File: src/rtl/pheap_level_stage_if.sv
// Token channels of one pheap level: in_* from the parent level, out_* toward the child level.
interface pheap_level_stage_if #(
    parameter int unsigned LEVEL = 2,
    parameter int unsigned KW    = 8
);
    logic             in_valid;
    logic             in_ready;
    logic [1:0]       in_op;
    logic [LEVEL-2:0] in_pos;
    logic [KW-1:0]    in_val;
    logic             out_valid;
    logic             out_ready;
    logic [1:0]       out_op;
    logic [LEVEL-1:0] out_pos;
    logic [KW-1:0]    out_val;

    // master feeds tokens in and absorbs tokens out; slave is the level stage
    modport master (
        output in_valid, in_op, in_pos, in_val, out_ready,
        input  in_ready, out_valid, out_op, out_pos, out_val
    );
    modport slave (
        input  in_valid, in_op, in_pos, in_val, out_ready,
        output in_ready, out_valid, out_op, out_pos, out_val
    );
endinterface

File: src/rtl/pheap_level_stage.sv
// One level of the pipelined min-heap: owns this level's nodes, applies INSERT/REMOVE
// tokens, forwards tokens to the next level and serves child-pair reads to the parent.
module pheap_level_stage #(
    parameter int unsigned LEVEL = 2,
    parameter int unsigned DEPTH = 4,
    parameter int unsigned KW    = 8,
    localparam int unsigned PW   = (LEVEL > 2) ? LEVEL - 2 : 1
) (
    input  logic               clk,
    input  logic               rst,
    pheap_level_stage_if.slave tok,
    input  logic               ch_idle,
    output logic               ch_rd_en,
    output logic [LEVEL-2:0]   ch_rd_pair,
    input  logic               ch_l_occ,
    input  logic               ch_r_occ,
    input  logic [KW-1:0]      ch_l_val,
    input  logic [KW-1:0]      ch_r_val,
    output logic               idle,
    input  logic               pr_rd_en,
    input  logic [PW-1:0]      pr_rd_pair,
    output logic               pr_l_occ,
    output logic               pr_r_occ,
    output logic [KW-1:0]      pr_l_val,
    output logic [KW-1:0]      pr_r_val,
    output logic               err
);
    localparam int unsigned NW   = LEVEL - 1;
    localparam int unsigned N    = 1 << NW;
    localparam bit          LEAF = (LEVEL == DEPTH);
    localparam int unsigned FW   = LEAF ? 1 : DEPTH - LEVEL;
    localparam int unsigned FMAX = (1 << (DEPTH - LEVEL)) - 1;
    localparam logic [1:0]  OP_INS = 2'b01;
    localparam logic [1:0]  OP_REM = 2'b10;

    typedef enum logic [1:0] {S_IDLE, S_REQ, S_EXEC, S_SEND} state_t;

    state_t           state_q, state_d;
    logic [1:0]       op_q, op_d;
    logic [NW-1:0]    pos_q, pos_d;
    logic [KW-1:0]    key_q, key_d;
    logic [1:0]       out_op_q, out_op_d;
    logic [LEVEL-1:0] out_pos_q, out_pos_d;
    logic [KW-1:0]    out_val_q, out_val_d;

    logic [KW-1:0]    val_q [N];
    logic [KW-1:0]    val_d [N];
    logic             occ_q [N];
    logic             occ_d [N];
    logic [FW-1:0]    lfree_q [N];
    logic [FW-1:0]    lfree_d [N];
    logic [FW-1:0]    rfree_q [N];
    logic [FW-1:0]    rfree_d [N];

    logic             pr_l_occ_q, pr_l_occ_d, pr_r_occ_q, pr_r_occ_d;
    logic [KW-1:0]    pr_l_val_q, pr_l_val_d, pr_r_val_q, pr_r_val_d;

    logic [PW:0]      pr_pair_x2;
    logic [NW-1:0]    pr_l_idx, pr_r_idx;
    logic             unused_pair;
    logic             c_l_occ, c_r_occ, take_l;
    logic [KW-1:0]    pass_val;

    // At LEVEL 2 the pair index is dropped by the slice: node pair is always {0,1}
    assign pr_pair_x2  = {pr_rd_pair, 1'b0};
    assign pr_l_idx    = pr_pair_x2[NW-1:0];
    assign pr_r_idx    = pr_l_idx | NW'(1);
    assign unused_pair = ^pr_pair_x2;

    assign c_l_occ = ch_l_occ && !LEAF;
    assign c_r_occ = ch_r_occ && !LEAF;

    assign tok.in_ready  = (state_q == S_IDLE);
    assign idle          = (state_q == S_IDLE);
    assign tok.out_valid = (state_q == S_SEND);
    assign tok.out_op    = out_op_q;
    assign tok.out_pos   = out_pos_q;
    assign tok.out_val   = out_val_q;
    assign ch_rd_pair    = pos_q;
    assign pr_l_occ      = pr_l_occ_q;
    assign pr_r_occ      = pr_r_occ_q;
    assign pr_l_val      = pr_l_val_q;
    assign pr_r_val      = pr_r_val_q;

    always_comb begin
        state_d    = state_q;
        op_d       = op_q;
        pos_d      = pos_q;
        key_d      = key_q;
        out_op_d   = out_op_q;
        out_pos_d  = out_pos_q;
        out_val_d  = out_val_q;
        val_d      = val_q;
        occ_d      = occ_q;
        lfree_d    = lfree_q;
        rfree_d    = rfree_q;
        err        = 1'b0;
        ch_rd_en   = 1'b0;
        take_l     = 1'b0;
        pass_val   = '0;
        pr_l_occ_d = pr_l_occ_q;
        pr_r_occ_d = pr_r_occ_q;
        pr_l_val_d = pr_l_val_q;
        pr_r_val_d = pr_r_val_q;

        // Reads sample the pre-write array, so a same-cycle write is not visible
        if (pr_rd_en) begin
            pr_l_occ_d = occ_q[pr_l_idx];
            pr_r_occ_d = occ_q[pr_r_idx];
            pr_l_val_d = val_q[pr_l_idx];
            pr_r_val_d = val_q[pr_r_idx];
        end

        unique case (state_q)
            S_IDLE: begin
                if (tok.in_valid) begin
                    op_d  = tok.in_op;
                    pos_d = tok.in_pos;
                    key_d = tok.in_val;
                    if (tok.in_op == OP_INS) begin
                        state_d = S_EXEC;
                    end else if (tok.in_op == OP_REM) begin
                        state_d = LEAF ? S_EXEC : S_REQ;
                    end
                end
            end
            S_REQ: begin
                ch_rd_en = ch_idle;
                if (ch_idle) begin
                    state_d = S_EXEC;
                end
            end
            S_EXEC: begin
                state_d = S_IDLE;
                if (op_q == OP_INS) begin
                    if (!occ_q[pos_q]) begin
                        val_d[pos_q] = key_q;
                        occ_d[pos_q] = 1'b1;
                    end else if (lfree_q[pos_q] == '0 && rfree_q[pos_q] == '0) begin
                        err = 1'b1;
                    end else begin
                        if (key_q < val_q[pos_q]) begin
                            val_d[pos_q] = key_q;
                            pass_val     = val_q[pos_q];
                        end else begin
                            pass_val     = key_q;
                        end
                        out_op_d  = OP_INS;
                        out_val_d = pass_val;
                        if (lfree_q[pos_q] != '0) begin
                            lfree_d[pos_q] = lfree_q[pos_q] - FW'(1);
                            out_pos_d      = {pos_q, 1'b0};
                        end else begin
                            rfree_d[pos_q] = rfree_q[pos_q] - FW'(1);
                            out_pos_d      = {pos_q, 1'b1};
                        end
                        state_d = S_SEND;
                    end
                end else begin
                    if (!occ_q[pos_q]) begin
                        err = 1'b1;
                    end else if (!c_l_occ && !c_r_occ) begin
                        occ_d[pos_q] = 1'b0;
                    end else begin
                        take_l    = c_l_occ && (!c_r_occ || ch_l_val <= ch_r_val);
                        out_op_d  = OP_REM;
                        out_val_d = '0;
                        if (take_l) begin
                            val_d[pos_q]   = ch_l_val;
                            lfree_d[pos_q] = lfree_q[pos_q] + FW'(1);
                            out_pos_d      = {pos_q, 1'b0};
                        end else begin
                            val_d[pos_q]   = ch_r_val;
                            rfree_d[pos_q] = rfree_q[pos_q] + FW'(1);
                            out_pos_d      = {pos_q, 1'b1};
                        end
                        state_d = S_SEND;
                    end
                end
            end
            S_SEND: begin
                if (tok.out_ready) begin
                    state_d = S_IDLE;
                end
            end
            default: state_d = S_IDLE;
        endcase
    end

    always_ff @(posedge clk) begin
        if (rst) begin
            state_q    <= S_IDLE;
            op_q       <= '0;
            pos_q      <= '0;
            key_q      <= '0;
            out_op_q   <= '0;
            out_pos_q  <= '0;
            out_val_q  <= '0;
            pr_l_occ_q <= 1'b0;
            pr_r_occ_q <= 1'b0;
            pr_l_val_q <= '0;
            pr_r_val_q <= '0;
            for (int unsigned i = 0; i < N; i++) begin
                val_q[i]   <= '0;
                occ_q[i]   <= 1'b0;
                lfree_q[i] <= FW'(FMAX);
                rfree_q[i] <= FW'(FMAX);
            end
        end else begin
            state_q    <= state_d;
            op_q       <= op_d;
            pos_q      <= pos_d;
            key_q      <= key_d;
            out_op_q   <= out_op_d;
            out_pos_q  <= out_pos_d;
            out_val_q  <= out_val_d;
            pr_l_occ_q <= pr_l_occ_d;
            pr_r_occ_q <= pr_r_occ_d;
            pr_l_val_q <= pr_l_val_d;
            pr_r_val_q <= pr_r_val_d;
            val_q      <= val_d;
            occ_q      <= occ_d;
            lfree_q    <= lfree_d;
            rfree_q    <= rfree_d;
        end
    end
endmodule
File: src/flat_wrapper.sv
// flat-port wrapper written by rule: the top's interface ports become plain ports
module pheap_level_stage_flat 
#(
    parameter int unsigned LEVEL = 2,
    parameter int unsigned DEPTH = 4,
    parameter int unsigned KW    = 8,
    localparam int unsigned PW   = (LEVEL > 2) ? LEVEL - 2 : 1
)
  (clk, rst, ch_idle, ch_rd_en, ch_rd_pair, ch_l_occ, ch_r_occ, ch_l_val, ch_r_val, idle, pr_rd_en, pr_rd_pair, pr_l_occ, pr_r_occ, pr_l_val, pr_r_val, err, tok_in_valid, tok_in_op, tok_in_pos, tok_in_val, tok_out_ready, tok_in_ready, tok_out_valid, tok_out_op, tok_out_pos, tok_out_val);
  pheap_level_stage_if #(.LEVEL(LEVEL), .KW(KW)) tok_i ();
  input  logic clk;
  input  logic rst;
  input  logic ch_idle;
  output logic ch_rd_en;
  output logic [LEVEL-2:0] ch_rd_pair;
  input  logic ch_l_occ;
  input  logic ch_r_occ;
  input  logic [KW-1:0] ch_l_val;
  input  logic [KW-1:0] ch_r_val;
  output logic idle;
  input  logic pr_rd_en;
  input  logic [PW-1:0] pr_rd_pair;
  output logic pr_l_occ;
  output logic pr_r_occ;
  output logic [KW-1:0] pr_l_val;
  output logic [KW-1:0] pr_r_val;
  output logic err;
  input wire logic [$bits(tok_i.in_valid)-1:0] tok_in_valid;
  input wire logic [$bits(tok_i.in_op)-1:0] tok_in_op;
  input wire logic [$bits(tok_i.in_pos)-1:0] tok_in_pos;
  input wire logic [$bits(tok_i.in_val)-1:0] tok_in_val;
  input wire logic [$bits(tok_i.out_ready)-1:0] tok_out_ready;
  output wire logic [$bits(tok_i.in_ready)-1:0] tok_in_ready;
  output wire logic [$bits(tok_i.out_valid)-1:0] tok_out_valid;
  output wire logic [$bits(tok_i.out_op)-1:0] tok_out_op;
  output wire logic [$bits(tok_i.out_pos)-1:0] tok_out_pos;
  output wire logic [$bits(tok_i.out_val)-1:0] tok_out_val;
  assign tok_i.in_valid = tok_in_valid;
  assign tok_i.in_op = tok_in_op;
  assign tok_i.in_pos = tok_in_pos;
  assign tok_i.in_val = tok_in_val;
  assign tok_i.out_ready = tok_out_ready;
  assign tok_in_ready = tok_i.in_ready;
  assign tok_out_valid = tok_i.out_valid;
  assign tok_out_op = tok_i.out_op;
  assign tok_out_pos = tok_i.out_pos;
  assign tok_out_val = tok_i.out_val;
  pheap_level_stage #(.LEVEL(LEVEL), .DEPTH(DEPTH), .KW(KW)) u_core (.clk(clk), .rst(rst), .tok(tok_i), .ch_idle(ch_idle), .ch_rd_en(ch_rd_en), .ch_rd_pair(ch_rd_pair), .ch_l_occ(ch_l_occ), .ch_r_occ(ch_r_occ), .ch_l_val(ch_l_val), .ch_r_val(ch_r_val), .idle(idle), .pr_rd_en(pr_rd_en), .pr_rd_pair(pr_rd_pair), .pr_l_occ(pr_l_occ), .pr_r_occ(pr_r_occ), .pr_l_val(pr_l_val), .pr_r_val(pr_r_val), .err(err));
endmodule
File: config.mk
export PLATFORM = sky130hd
export DESIGN_NAME = pheap_level_stage_flat
export DESIGN_NICKNAME = d
export VERILOG_FILES = /design/src/rtl/pheap_level_stage_if.sv /design/src/rtl/pheap_level_stage.sv /design/src/flat_wrapper.sv
export SDC_FILE = /design/constraint.sdc
export NUM_CORES = 1
export LEC_CHECK = 0
export CAP_MARGIN = 20
export CORE_MARGIN = 3
export CORE_UTILIZATION = 25
export DETAILED_ROUTE_END_ITERATION = 6
export PLACE_DENSITY_LB_ADDON = 0.15
export SLEW_MARGIN = 25
export SYNTH_ARGS = -nofsm -noshare
export SYNTH_HDL_FRONTEND = slang
export SYNTH_SLANG_ARGS = --single-unit
export TNS_END_PERCENT = 30
File: constraint.sdc
create_clock -name clk -period 3.5 [get_ports clk]
set_input_delay 0.525 -clock clk [delete_from_list [all_inputs] [get_ports clk]]
set_output_delay 0.525 -clock clk [all_outputs]
set_load 0.02 [all_outputs]
==> run summary <==
Maxcap violations - 0
#FFs+latches synth - 69
Worst Setup Slack post-DPL - 328.9 ps
Count of pins over their slew limit - 0
Initial antenna violation count - 0
Cell count after synthesis - 422
Post-layout nets - 536
Vias in the first global route - 3,214
Cell count after placement - 655
Max VDD drop - 215.1 µV
Pwr dens - 470.7 nW/µm²
Slew HR - 53.96%
Yosys warns - 0
Syn Area/Cell - 8.972 µm²
Ys async rst share - 0%
Area Overhead vs Synth - 29.94%
Routed vias/inst - 4.874
Antenna Nets Post-Route - 0
Cell area after synthesis - 3786 µm²
Multi-input logic area - 2168 µm²
GRT Total Usage - 13.03%
Post-synthesis sequential area ratio - 36.48%
Unique masters post-synth - 48
CTS Sinks - 69
Clk pwr share - 39.7%
Non-Filler Instances - 669
Die extent in y - 129.1 µm
CTS resizes - 0
Number of buffers added for setup after CTS - 0
CTS Root Cell - clkbuf_16
Hold_buf cts - 0
Design area - 4920 µm²
H-tree Lvls - 3
Total CTS buffers - 9
# rows - 44
Synthesized net count - 476
Req. time, crit path - 2970 ps
First-pass GRT wire length - 16.91 mm
Largest net degree at the start of global routing - 42
Drc violations - 0
Initial core utilization - 25.76%
Die ar. - 16,660 µm²
Pre-antenna DRT Iters - 4
Min-delay worst type - register to register
Worst-Margin Slew - 690.6 ps
TNS Setup - 0 ps
Worst setup path start - u_core.ch_rd_pair
Final hold vios - 0
1st-iter DRT viols - 133
Seq pwr share - 36.3%
Switching Share - 29.54%
P_leak - 1.809 nW
Worst-path clk slew - 50 ps
Overall power - 2.316 mW
# diodes - 0
Setup WS post-layout - 466.5 ps
Cell Int Power - 1.632 mW
Worst setup SP type - register
Vias post-DR - 3,261
CTS tree - built
Share of cells above drive strength 1 - 8.041%
Combinational Power Share - 24.0%
Reg-to-Reg Start - u_core.ch_rd_pair
GR Overflow Total - 0
Final WL - 10.29 mm
# port buffers - 70
Main synth FF type - dfxtp_1
Min Tclk post-route - 3034 ps
Clk_lat worst skew - 330 ps
Post-synth EDFFs - 0
Core Area - 14,700 µm²
Largest fanout on the critical path - 23
Final period util - 86.67%
RSZ-0062 raised after global routing - false
Final HPWL DP - 7.813 mm
Routed len/inst - 15.38 µm
FMAX - 329.7 MHz
Sequential cell area - 1381 µm²
Clk buf depth - 2
Final Skew - 5.391 ps
Outcome - complete, no violations
Switch Pwr - 0.6841 mW
Setup Crit Path Kind - register to primary output
Num ports - 72
DP Area - 4619 µm²
# fillers - 1,521
Finish-stage setup viols - 0
RePlAce Congestion - 0.7273
Hold_sp - u_core.tok.out_pos[0]
Signal arrival time at the worst endpoint - 2510 ps
CP Capture Type - primary output
Die width - 129.1 µm
-- stage by stage --
step                utilization [%]  hold WS, ps
CTS                           33.47        457.2
global placement              31.43        446.9
finish                        33.47        453.8
floorplan                         -        440.4
detailed placement            31.43        450.1
global route                  33.47        484.2
-- layout by cell type, fill, tap and decap left out, types with 2 or more instances in the layout --
cell,n
clkbuf_16,9
a31oi_4,2
nor3_4,3
buf_4,7
xnor2_1,4
o21a_1,5
dfxtp_1,69
a21o_1,2
nor2_1,45
nand3_1,10
a21oi_1,34
mux2i_1,35
o22ai_1,10
nand2_1,43
o211ai_1,9
o21ai_1,8
inv_1,18
o22ai_4,2
nand2b_1,2
clkbuf_8,3
a211oi_1,6
nand2_2,2
nor3_1,3
clkdlybuf4s50_1,69
and3_1,2
nand4_1,4
a41oi_1,8
nor2b_1,4
a32o_1,24
o21ai_0,5
ha_1,18
-- power groups by stage --
stage	Sequential (mW)	Clock, mW	Combinational, mW
after CTS	0.841	0.950	0.561
after detailed placement	0.857	0	0.559
after global placement	0.858	0	0.554
after floorplan	0.844	0	0.418
after global routing	0.845	0.983	0.627
final	0.841	0.920	0.555
-- path summary, 6_finish.rpt --
| check | endpoint | slack (ps) | cells after the start |
|---|---|---|---|
| setup / recovery | err | 470 | 8 |
| hold / removal | u_core.tok.out_pos[0] | 450 | 2 |
| setup reg to reg | u_core.val_q[12] | 950 | 9 |
| hold reg to reg | u_core.tok.out_pos[0] | 450 | 2 |
-- state kept, by name, indices dropped and copies added, names as in the netlist, named ones only --
name / cells
u_core.pr_l_val: 8
u_core.op_q: 2
u_core.tok.out_val: 8
u_core.pr_r_occ: 1
u_core.pr_r_val: 8
u_core.val_q: 16
u_core.key_q: 8
u_core.pr_l_occ: 1
u_core.ch_rd_pair: 1
u_core.state_q: 2
u_core.lfree_q: 2
u_core.rfree_q: 2
u_core.tok.out_op: 2
u_core.tok.out_pos: 2
-- final cells by class --
type | count | share of cell area [%]
multi-input cells | 305 | 44.07
inverters | 19 | 1.450
clock inverters | 1 | 0.6104
well taps | 184 | 4.680
clock buffers | 13 | 5.493
repair buffers | 78 | 15.62
flip-flops and latches | 69 | 28.08
-- cells by family after synthesis --
logic type / Yosys count / share of synthesized area [%]
fa+ha+maj: 18 / 5.949
flops: 69 / 36.48
buf+inv: 48 / 6.245
xor+xnor: 4 / 0.9252
simple gates: 126 / 16.29
compound gates: 121 / 24.45
mux: 36 / 9.650
-- Yosys cell counts (all sizes together) (8+ instances only) --
cell type   n  share of area (%)
a21oi      35                4.9
nand3      10                1.3
nor2       47                5.3
clkbuf     10               0.99
a41oi       8                1.9
o211ai      9                1.8
nand2      45                4.6
dfxtp      69                 36
inv        18                1.8
mux2i      35                9.3
ha         18                5.9
buf        19                3.4
a32o       24                6.3
o21ai      14                1.9
o22ai      12                2.7
-- worst max-delay path, stage by stage (launching register included) --
cell             delay (ps)
dfxtp_1                 370
buf_12                  210
mux2i_1                 220
ha_1                    230
nand2_1                 130
nor3_1                  160
a21oi_1                  60
nor2_1                  150
clkdlybuf4s50_1         630
-- layer usage --
metal  routed length (µm)  up-vias  track usage (%)
li1                     -     1660                -
met4                  130        0            3.397
met5                    0        -                0
met3                  508        9            4.040
met2                 4681       75            19.97
met1                 4967     1517            17.86
(Power assumes the default switching activity.)
